`src/rtl/mat_pkg.sv`:
```
// Shared types and helpers for the matrix-multiply stream controller.
package mat_pkg;

  typedef enum logic [1:0] {
    S_IDLE   = 2'd0,
    S_STREAM = 2'd1,
    S_DRAIN  = 2'd2,
    S_DONE   = 2'd3
  } mat_state_e;

  // Address/counter width for a range of x values: max(1, clog2(x)).
  function automatic int clog2w(input int x);
    return (x <= 2) ? 1 : $clog2(x);
  endfunction

endpackage

```
`src/rtl/mat_control_wrap_cntr.sv`:
```
// Modulo-MOD counter with enable and synchronous clear; wraps MOD-1 -> 0.
module mat_control_wrap_cntr #(
  parameter int MOD = 4,
  parameter int W   = 2
) (
  input  logic         clk,
  input  logic         rst,
  input  logic         clr,
  input  logic         en,
  output logic [W-1:0] cnt
);

  localparam logic [W-1:0] TOP = W'(MOD - 1);

  // Count on enable; reset and clear both return to zero.
  always_ff @(posedge clk) begin
    if (rst || clr) begin
      cnt <= '0;
    end else if (en) begin
      cnt <= (cnt == TOP) ? '0 : cnt + W'(1);
    end
  end

endmodule

```
`src/rtl/mat_control.sv`:
```
// Sequencer for a systolic matrix multiply: streams A/B slices tile by tile,
// flushes the array after each tile and signals job completion.
//
// state    | meaning
// ---------+------------------------------------------------------------
// S_IDLE   | waiting for start; counters cleared on start
// S_STREAM | issuing one A/B read per unstalled cycle, k = 0..K-1
// S_DRAIN  | DRAIN unstalled flush cycles; tile_valid on the last one
// S_DONE   | one-cycle done pulse, then back to idle
module mat_control
  import mat_pkg::*;
#(
  parameter int N1    = 4,
  parameter int N2    = 4,
  parameter int MA    = 8,
  parameter int MB    = 8,
  parameter int K     = 8,
  parameter int DRAIN = N1 + N2 - 1,
  localparam int AW_K  = clog2w(K),
  localparam int AW_SA = clog2w(MA / N1),
  localparam int AW_SB = clog2w(MB / N2),
  localparam int AW_RA = clog2w(MA * K / N1),
  localparam int AW_RB = clog2w(MB * K / N2)
) (
  input  logic             clk,
  input  logic             rst,
  input  logic             start,
  input  logic             stall,
  output logic             busy,
  output logic             done,
  output logic             rd_en,
  output logic [AW_RA-1:0] rd_addr_A,
  output logic [AW_RB-1:0] rd_addr_B,
  output logic [AW_K-1:0]  k_cntr,
  output logic [AW_SA-1:0] slice_cntr_A,
  output logic [AW_SB-1:0] slice_cntr_B,
  output logic             clear_acc,
  output logic             tile_valid
);

  localparam int AW_D = clog2w(DRAIN);

  if ((MA % N1) != 0) begin : g_bad_ma
    $error("mat_control: MA must be a multiple of N1");
  end
  if ((MB % N2) != 0) begin : g_bad_mb
    $error("mat_control: MB must be a multiple of N2");
  end
  if (K < 1) begin : g_bad_k
    $error("mat_control: K must be at least 1");
  end
  if (DRAIN < 1) begin : g_bad_drain
    $error("mat_control: DRAIN must be at least 1");
  end

  mat_state_e       state;
  logic [AW_D-1:0]  d_cntr;
  logic             job_start;
  logic             stream_go;
  logic             drain_go;
  logic             k_last;
  logic             d_last;
  logic             sa_last;
  logic             sb_last;
  logic             tile_end;
  logic             sa_en;
  logic [31:0]      prod_a;
  logic [31:0]      prod_b;

  assign job_start = (state == S_IDLE) && start;
  assign stream_go = (state == S_STREAM) && !stall;
  assign drain_go  = (state == S_DRAIN) && !stall;

  assign k_last  = (k_cntr == AW_K'(K - 1));
  assign d_last  = (d_cntr == AW_D'(DRAIN - 1));
  assign sa_last = (slice_cntr_A == AW_SA'(MA / N1 - 1));
  assign sb_last = (slice_cntr_B == AW_SB'(MB / N2 - 1));

  assign tile_end = drain_go && d_last;
  assign sa_en    = tile_end && sb_last;

  mat_control_wrap_cntr #(.MOD(K), .W(AW_K)) u_k_cntr (
    .clk (clk),
    .rst (rst),
    .clr (job_start),
    .en  (stream_go),
    .cnt (k_cntr)
  );

  mat_control_wrap_cntr #(.MOD(DRAIN), .W(AW_D)) u_d_cntr (
    .clk (clk),
    .rst (rst),
    .clr (job_start),
    .en  (drain_go),
    .cnt (d_cntr)
  );

  mat_control_wrap_cntr #(.MOD(MB / N2), .W(AW_SB)) u_sb_cntr (
    .clk (clk),
    .rst (rst),
    .clr (job_start),
    .en  (tile_end),
    .cnt (slice_cntr_B)
  );

  mat_control_wrap_cntr #(.MOD(MA / N1), .W(AW_SA)) u_sa_cntr (
    .clk (clk),
    .rst (rst),
    .clr (job_start),
    .en  (sa_en),
    .cnt (slice_cntr_A)
  );

  // Products are formed at 32 bits so nothing is lost before the final resize.
  assign prod_a    = 32'(slice_cntr_A) * 32'(K) + 32'(k_cntr);
  assign prod_b    = 32'(slice_cntr_B) * 32'(K) + 32'(k_cntr);
  assign rd_addr_A = AW_RA'(prod_a);
  assign rd_addr_B = AW_RB'(prod_b);

  // Strobes come straight from registered state/counters; stall masks them in
  // the same cycle so a frozen cycle never issues a read or a tile result.
  assign rd_en      = stream_go;
  assign clear_acc  = stream_go && (k_cntr == '0);
  assign tile_valid = tile_end;

  // State sequencing with registered busy/done.
  always_ff @(posedge clk) begin
    if (rst) begin
      state <= S_IDLE;
      busy  <= 1'b0;
      done  <= 1'b0;
    end else begin
      done <= 1'b0;
      case (state)
        S_IDLE: begin
          if (start) begin
            state <= S_STREAM;
            busy  <= 1'b1;
          end
        end
        S_STREAM: begin
          if (!stall && k_last) begin
            state <= S_DRAIN;
          end
        end
        S_DRAIN: begin
          if (tile_end) begin
            if (sa_last && sb_last) begin
              state <= S_DONE;
              done  <= 1'b1;
            end else begin
              state <= S_STREAM;
            end
          end
        end
        S_DONE: begin
          state <= S_IDLE;
          busy  <= 1'b0;
        end
        default: begin
          state <= S_IDLE;
          busy  <= 1'b0;
        end
      endcase
    end
  end

endmodule

```
`config.mk`:
```
export PLATFORM = sky130hd
export DESIGN_NAME = mat_control
export DESIGN_NICKNAME = d
export VERILOG_FILES = /design/src/rtl/mat_pkg.sv /design/src/rtl/mat_control_wrap_cntr.sv /design/src/rtl/mat_control.sv
export SDC_FILE = /design/constraint.sdc
export NUM_CORES = 1
export LEC_CHECK = 0
export BUFFER_PORTS_ARGS = -buffer_cell sky130_fd_sc_hd__buf_4
export CAP_MARGIN = 10
export CORE_MARGIN = 1.5
export CORE_UTILIZATION = 25
export DETAILED_ROUTE_END_ITERATION = 10
export GPL_TIMING_DRIVEN = 0
export SKIP_LAST_GASP = 1
export SYNTH_ARGS = -nofsm -noshare
export SYNTH_HDL_FRONTEND = slang
export SYNTH_SLANG_ARGS = --single-unit
```
`constraint.sdc`:
```
create_clock -name clk -period 2.5 [get_ports clk]
set_clock_uncertainty 0.1 [all_clocks]
set_input_delay 0.125 -clock clk [delete_from_list [all_inputs] [get_ports clk]]
set_output_delay 0.125 -clock clk [all_outputs]
set_load 0.02 [all_outputs]
```
-- Yosys cells after proc, flatten, opt, wreduce, memory -nomap -nowiden
Cells that the tools add are included.
- output and inout bits: 18
- logic and storage cells: 51
- register bits after elaboration: 12
- muxes and demuxes: 12
- reduce and logical (&&, ||, !) cells: 16
- $add $sub $neg: 6
- bitwise operators: 2
- equality and inequality tests: 8
- operators with widths (cell ; number):
    4-bit by 3-bit adder with 4-bit output ; 2
    1-bit logical AND ; 8
    2-bit 2-to-1 mux ; 4
    2-bit case mux with 4 select lines ; 1
    3-bit by 1-bit adder with 3-bit output, second input constant ; 2
    3-bit equality test, second input constant ; 2
    3-bit 2-to-1 mux ; 2
    2-bit equality test, second input constant ; 2
    1-bit 2-to-1 mux ; 4
    2-bit != test, second input constant ; 2
    3-bit zero test ; 1
    3-bit AND reduction ; 1
    3-bit OR reduction ; 1
    1-bit adder, second input constant ; 2
    2-bit by 1-bit equality test with 1-bit output, second input constant ; 1
    2-bit zero test ; 1
    2-bit by 1-bit != test with 1-bit output, second input constant ; 1
    1-bit NOT ; 2
    1-bit case mux with 2 select lines ; 1
    2-bit AND reduction ; 1
    2-bit nonzero test ; 1
    1-bit zero test ; 1
    1-bit logical OR ; 1

-- Longest topological paths before layout
Gate-level depths: netlist of run 1.
- depth after elaboration: 5
- mapped depth: 5
- depth with buffers taken out: 5

-- Cells and area by module
From an unflattened synthesis of run 1, not the netlist that was laid out.
- cell total of the unflattened synthesis: 65
- area total of the unflattened synthesis: 673.1 um^2
- by module, submodules not included (module ; times used ; cells an instance ; seq. area each (um^2) ; area each (um^2)):
    mat_control ; 1 ; 33 ; 80.1 ; 314.1
    mat_control_wrap_cntr (u_k_cntr) ; 1 ; 13 ; 60.1 ; 148.9
    mat_control_wrap_cntr (u_d_cntr) ; 1 ; 13 ; 60.1 ; 132.6
    mat_control_wrap_cntr (u_sa_cntr ...) ; 2 ; 3 ; 20.0 ; 38.8

-- Worst setup path before layout of run 1
No wires, ideal clock.
- kind: register to output
- start point: reg state[0]
- end point: out clear_acc
- buffers on the path: 1
- arrival: 1400 ps
- cell stages (with the launch flop): 4
- setup slack: 875 ps
- cells stage by stage: dfxtp_1 -> or3b_1 -> clkbuf_2 -> nor3b_1
- word-level cells in the longest chain between the ends: 3
- RTL lines (element ; RTL line ; text):
    start: declaration ; mat_control.sv:56 ; mat_state_e state;
    start signal: assignment ; mat_control.sv:129 ; state <= S_IDLE;
    start signal: assignment ; mat_control.sv:137 ; state <= S_STREAM;
    start signal: assignment ; mat_control.sv:143 ; state <= S_DRAIN;
    2-bit by 1-bit equality test with 1-bit output ; mat_control.sv:71 ; assign stream_go = (state == S_STREAM) && !stall;
    1-bit logical AND ; mat_control.sv:71 ;
    1-bit logical AND ; mat_control.sv:123 ; assign clear_acc = stream_go && (k_cntr == '0);
    end: declaration ; mat_control.sv:37 ; output logic clear_acc,
No other way between the ends.

-- Worst setup path in the final report of run 1
Ends and elaborated chain as after synthesis.

==> results of run 1 <==
area by class of cell:
type                       count  area, um2  share of cell area
multi-input combinational     49        312               0.355
sequential                    12        240               0.274
timing repair buffer          22        168               0.191
buffer                         9       65.1              0.0742
tap                           30       37.5              0.0428
clock buffer                   4       36.3              0.0414
inverter                       5       18.8              0.0214
state kept, by name, summed over array words and instances (netlist names):
name           flops
u_d_cntr.cnt       3
u_k_cntr.cnt       3
state              2
u_sb_cntr.cnt      1
done               1
u_sa_cntr.cnt      1
busy               1
where the power goes:
group / internal [mW] / total [mW] / switching, mW
logic: 0.0211 / 0.0424 / 0.0213
registers: 0.195 / 0.199 / 0.00422
clock network: 0.0885 / 0.153 / 0.0645
total: 0.304 / 0.394 / 0.0900
how the worst max path moves through the flow:
stage / from / endpoint / slack [ps] / depth (start not counted)
after floorplan: state[0]$_SDFFE_PP0P_ / clear_acc / 870 / 3
after global placement: state[0]$_SDFFE_PP0P_ / clear_acc / 980 / 4
after detailed placement: state[0]$_SDFFE_PP0P_ / u_k_cntr.cnt[0]$_SDFFE_PP0P_ / 970 / 4
after CTS: state[0]$_SDFFE_PP0P_ / clear_acc / 660 / 4
after global routing: state[0]$_SDFFE_PP0P_ / clear_acc / 550 / 4
final: state[0]$_SDFFE_PP0P_ / clear_acc / 690 / 4
stage by stage:
stage | cell area [um2] | utilization | total power [mW]
floorplan | 636 | - | 0.227
global placement | 831 | 0.342 | 0.244
detailed placement | 831 | 0.342 | 0.245
CTS | 877 | 0.361 | 0.403
global route | 877 | 0.361 | 0.419
finish | 877 | 0.361 | 0.394
placed cells by master (no fill, tap or decap), types with 2 or more instances in the layout:
cell type,n
a21oi_1,12
buf_4,29
clkbuf_4,3
dfxtp_1,12
ha_1,3
inv_1,5
nand2_1,6
nand2b_1,2
nand3b_1,4
nor3_1,3
nor3b_1,2
o21ai_0,5
or3_1,3
routing by layer:
metal / track usage / up-vias / part of all wire
met3: 0.0537 / 0 / 0.088
met1: 0.123 / 262 / 0.45
met2: 0.177 / 21 / 0.46
met4: 0.0385 / 0 / 0
li1: - / 307 / -
met5: 0 / - / 0
logic make-up (layout without fill, tap and decap cells):
group / after synthesis / in the layout / synth area share
AO/OA/AOI/OAI: 21 / 21 / 0.185
adder cells (fa/ha/maj): 3 / 3 / 0.0591
buffers and inverters: 14 / 40 / 0.132
flip-flops: 12 / 12 / 0.378
AND/OR/NAND/NOR: 25 / 25 / 0.246
worst reg2reg max path: cells and delay by family, from the launching register on:
family / cells / cell delay, ps
flops: 1 / 420
simple gates: 2 / 680
buf+inv: 1 / 150
compound gates: 1 / 120
==> results.toml, run 1 <==
[outcome]
outcome = "completed"

[timing]
finalSetupViolCount = 0
fin_tns_setup_ps = 0
finalHoldWorstSlack_ps = 84.7
fin_crit_sh = 0.725
slew_headroom = 0.712
worstMarginPinSlew_ps = 431
period_needed_ps = 1810
layout_setup_ws_ps = 686
maxSlewViolCount = 0
fmax_ghz = 0.551
rsz0062_at_grt = "false"
hold_viol_final = 0

[synth]
synthArstFlopShare = 0
yosys_register_bits = 12
ys_warn_count = 0
synth_cell_types = 22
synth_common_cells = "12 x a21oi_1, 12 x dfxtp_1, 8 x buf_4"
synth_top_area_share = 0.378
synth_edf_count = 0
synthFlopType = "dfxtp_1"
netlist_area_um2 = 636
syn_nets = 82
synthCells = 75
synth_area_leaders = "dfxtp_1 38%, a21oi_1 9.4%, buf_4 9.4%, ha_1 5.9%, nand3b_1 4.7%"
synth_area_leader_cell = "dfxtp_1"
syn_area_per_cell_um2 = 8.47
seq_area_frac_synth = 0.378

[clock_network]
holdBufCountCts = 1
cts_tree = "yes"
clock-root-buffer = "clkbuf_4"
numCtsBuffers = 3
htree_levels = 1
cts_buffer_depth = 2
post-cts-setup-buffers = 0
path_clk_slew_ps = 80
ctsResizeCount = 0
cts_sinks = 12
clkLatencyLatePin_ps = 270

[floorplanning]
die_h_um = 53.4
start_util = 0.261
num_io_pins = 22
dieArea_um2 = 2850
die_x_um = 53.4
coreArea_um2 = 2430
row_count = 18

[route]
vias = 590
drcViolationCount = 0
ant_nets = 0
drt_wl_total_um = 1340
drtPass1Iterations = 3
first_iter_violations = 5
wl_per_cell_um = 10.2
via_per_inst = 4.50

[place]
dp_slack_ps = 971
gp_congestion = 0.738
io_buffers = 21
dp.cells = 126

[grt]
track_usage = 0.109
grt_pass1_wl_um = 2240
grt_pass1_vias = 527
antenna_found_initial = 0
grt_max_degree = 9
grt_overflow = 0

[final_layout]
antenna_cells = 0
final_nets = 109
syn_to_final_growth_pct = 38.0
fin_cells = 131
fillers = 266
layout-drive-gt1-share = 0.356

[worst_setup_path]
worstPathArrival_ps = 1590
path_cells = "or3b_1, clkbuf_2, nor3b_1, buf_4"
worstPathRequired_ps = 2280
critPathSlowestCell = "dfxtp_1"
r2r_setup_slack_ps = 970
cp_top_family = "simple AND/OR/NAND/NOR gates"
crit_type = "reg -> out"
rr_worst_depth = 4
end_kind = "primary output"
r2r_end = "u_k_cntr.cnt[0]$_SDFFE_PP0P_"
cpPeakStageDelay_ps = 420
timing.rr.start = "state[0]$_SDFFE_PP0P_"
crit_buf_inv = 2
cp-start-kind = "flip-flop"
crit_fanout = 8

[hold_path]
min_path_type = "in -> reg"
holdPathEnd = "state[0]$_SDFFE_PP0P_"
hp-start = "start"
worst_hold_path.num_cells = 3

[flow_run]
max_cap_violations = 0

[power]
cellPowerDensity_nw_per_um2 = 450
p_leak_nw = 0.385
ir_drop_mv = 0.324
Note: power is estimated with default switching activity, not from simulation.
==> run 2: changes to the inputs <==
- ABC_AREA: not set -> 1
- clock period: 2.5 -> 1.9 ns (I/O delays scaled with it)
==> results.toml, run 2 <==
[outcome]
outcome = "completed"

[synth]
synthArstFlopShare = 0
yosys_register_bits = 12
seq_area_frac_synth = 0.360
synth_common_cells = "16 x nand2_1, 15 x nor2_1, 13 x inv_1"
synth.most_common_cell = "nand2_1"
synthFlopType = "dfxtp_1"
syn_nets = 103
synth_area_leaders = "dfxtp_1 36%, buf_4 9.0%, nand2_1 9.0%, nor2_1 8.4%, inv_1 7.3%"
synth_top_area_share = 0.360
syn_area_per_cell_um2 = 6.95
ys_warn_count = 0
synth_cell_types = 17
synth_edf_count = 0
synthCells = 96
synth_area_leader_cell = "dfxtp_1"
netlist_area_um2 = 667

[final_layout]
reg_top3 = "u_d_cntr.cnt: 3 flops, u_k_cntr.cnt: 3 flops, state: 2 flops"
final_common_cell = "buf_4"
layout.cells.most_common_list = "29 x buf_4, 16 x nand2_1, 15 x nor2_1"
antenna_cells = 0
final_nets = 130
layout-drive-gt1-share = 0.344
fin_util = 0.363
syn_to_final_growth_pct = 36.2
design_area_um2 = 908

[floorplanning]
row_count = 18
die_h_um = 54.7
start_util = 0.267
num_io_pins = 22
dieArea_um2 = 2990
coreArea_um2 = 2500
die_x_um = 54.7

[worst_setup_path]
critPathSlowestCell = "dfxtp_1"
crit_type = "reg -> reg"
path_cells = "ha_1, ha_1, inv_1, nor2_1, nor2_1, nor2_1, nand3_1, nand2_1, inv_1"
worstPathRequired_ps = 1980
cp-start-kind = "flip-flop"
cpPeakStageDelay_ps = 420
crit_fanout = 6
path_common_cell = "nor2_1"
worstPathArrival_ps = 1530
end_kind = "flip-flop"

[grt]
grt_max_degree = 9
grt_pass1_wl_um = 2130
track_usage = 0.102
grt_pass1_vias = 555
antenna_found_initial = 0
grt_overflow = 0

[route]
wl_met2_um = 604
drt_wl_total_um = 1270
highest_layer = "met4"
wl_met3_um = 78
drcViolationCount = 0
ant_nets = 0
first_iter_violations = 2
wl_per_cell_um = 8.38
drt-met1-wl_um = 573
vias = 629
via_per_inst = 4.14
drtPass1Iterations = 3

[timing]
hold_viol_final = 0
slew_headroom = 0.868
period_needed_ps = 1450
maxSlewViolCount = 0
worstMarginPinSlew_ps = 198
fin_tns_setup_ps = 0
layout_setup_ws_ps = 448
fmax_ghz = 0.689
fin_crit_sh = 0.764
rsz0062_at_grt = "false"
finalSetupViolCount = 0

[place]
dp_slack_ps = 446
gp_congestion = 0.711
place_area_um2 = 862
io_buffers = 21
dp_hpwl_um = 1020

[clock_network]
path_clk_slew_ps = 80
clock-root-buffer = "clkbuf_4"
htree_levels = 1
clkLatencyLatePin_ps = 270
numCtsBuffers = 3
cts_sinks = 12
cts_tree = "yes"
cts_buffer_depth = 2

[hold_path]
min_path_type = "in -> reg"

[power]
p_leak_nw = 0.462
total_power_mw = 0.891
cellPowerDensity_nw_per_um2 = 981
ir_drop_mv = 0.457

[flow_run]
max_cap_violations = 0
run 2: cell count changes in the layout (fill, tap and decap cells not counted), moves of 4 or more:
cell      previous run  this run
inv_1                5        13
a21oi_1             12         8
nand3_1              0         5
nand2_1              6        16
nand3b_1             4         0
nor2_1               0        15
run 2: area by class of cell:
cell class / count / area, um2
Buffer: 8 / 60.1
Clock buffer: 4 / 36.3
Fill cell: 263 / 1590
Inverter: 16 / 60.1
Multi-Input combinational cell: 60 / 307
Sequential cell: 12 / 240
Tap cell: 30 / 37.5
Timing Repair Buffer: 22 / 168
run 2: cells by family after synthesis:
family,Yosys count,synth area share
DFF,12,0.360
and+or+nand+nor,43,0.295
buffers and inverters,24,0.180
AOI/OAI and AO/OA,14,0.109
adders and majority gates,3,0.0563
run 2: worst paths after layout:
| kind | from | to | slack, ps | cells after the start |
|---|---|---|---|---|
| setup / recovery | u_k_cntr.cnt[1]$_SDFFE_PP0P_ | state[1]$_SDFFE_PP0P_ | 450 | 9 |
| hold / removal | start | busy$_SDFFE_PP0P_ | 30 | 3 |
| setup reg to reg | u_k_cntr.cnt[1]$_SDFFE_PP0P_ | state[1]$_SDFFE_PP0P_ | 450 | 9 |
| hold reg to reg | busy$_SDFFE_PP0P_ | busy$_SDFFE_PP0P_ | 380 | 2 |
run 2: report_power, final:
part	switching, mW	internal [mW]
clock network	0.0893	0.117
logic	0.212	0.147
registers	0.0380	0.288
total	0.339	0.552
run 2: layer usage:
metal  up-vias  global-route usage
met5         -                   0
met4         0              0.0625
met3         2              0.0246
li1        342                   -
met2        16               0.185
met1       269               0.104
run 2: stage by stage:
step	hold WS [ps]	std cells
final	30.4	152
after global routing	34.1	152
after CTS	25.1	152
after detailed placement	189	147
after global placement	189	147
after floorplan	64.1	96
run 2: what timing repair did:
item                                   CTS  global route
resized for setup                        0             0
hold buffers                             1             0
buffers inserted                         0             0
endpoints found under the hold margin    3             0
run 2: worst max-delay path, delay by kind of cell (launching register included):
family,cells,cell delay (ps)
adders and majority gates,2,330
and+or+nand+nor,5,420
DFF,1,420
buffers and inverters,2,90
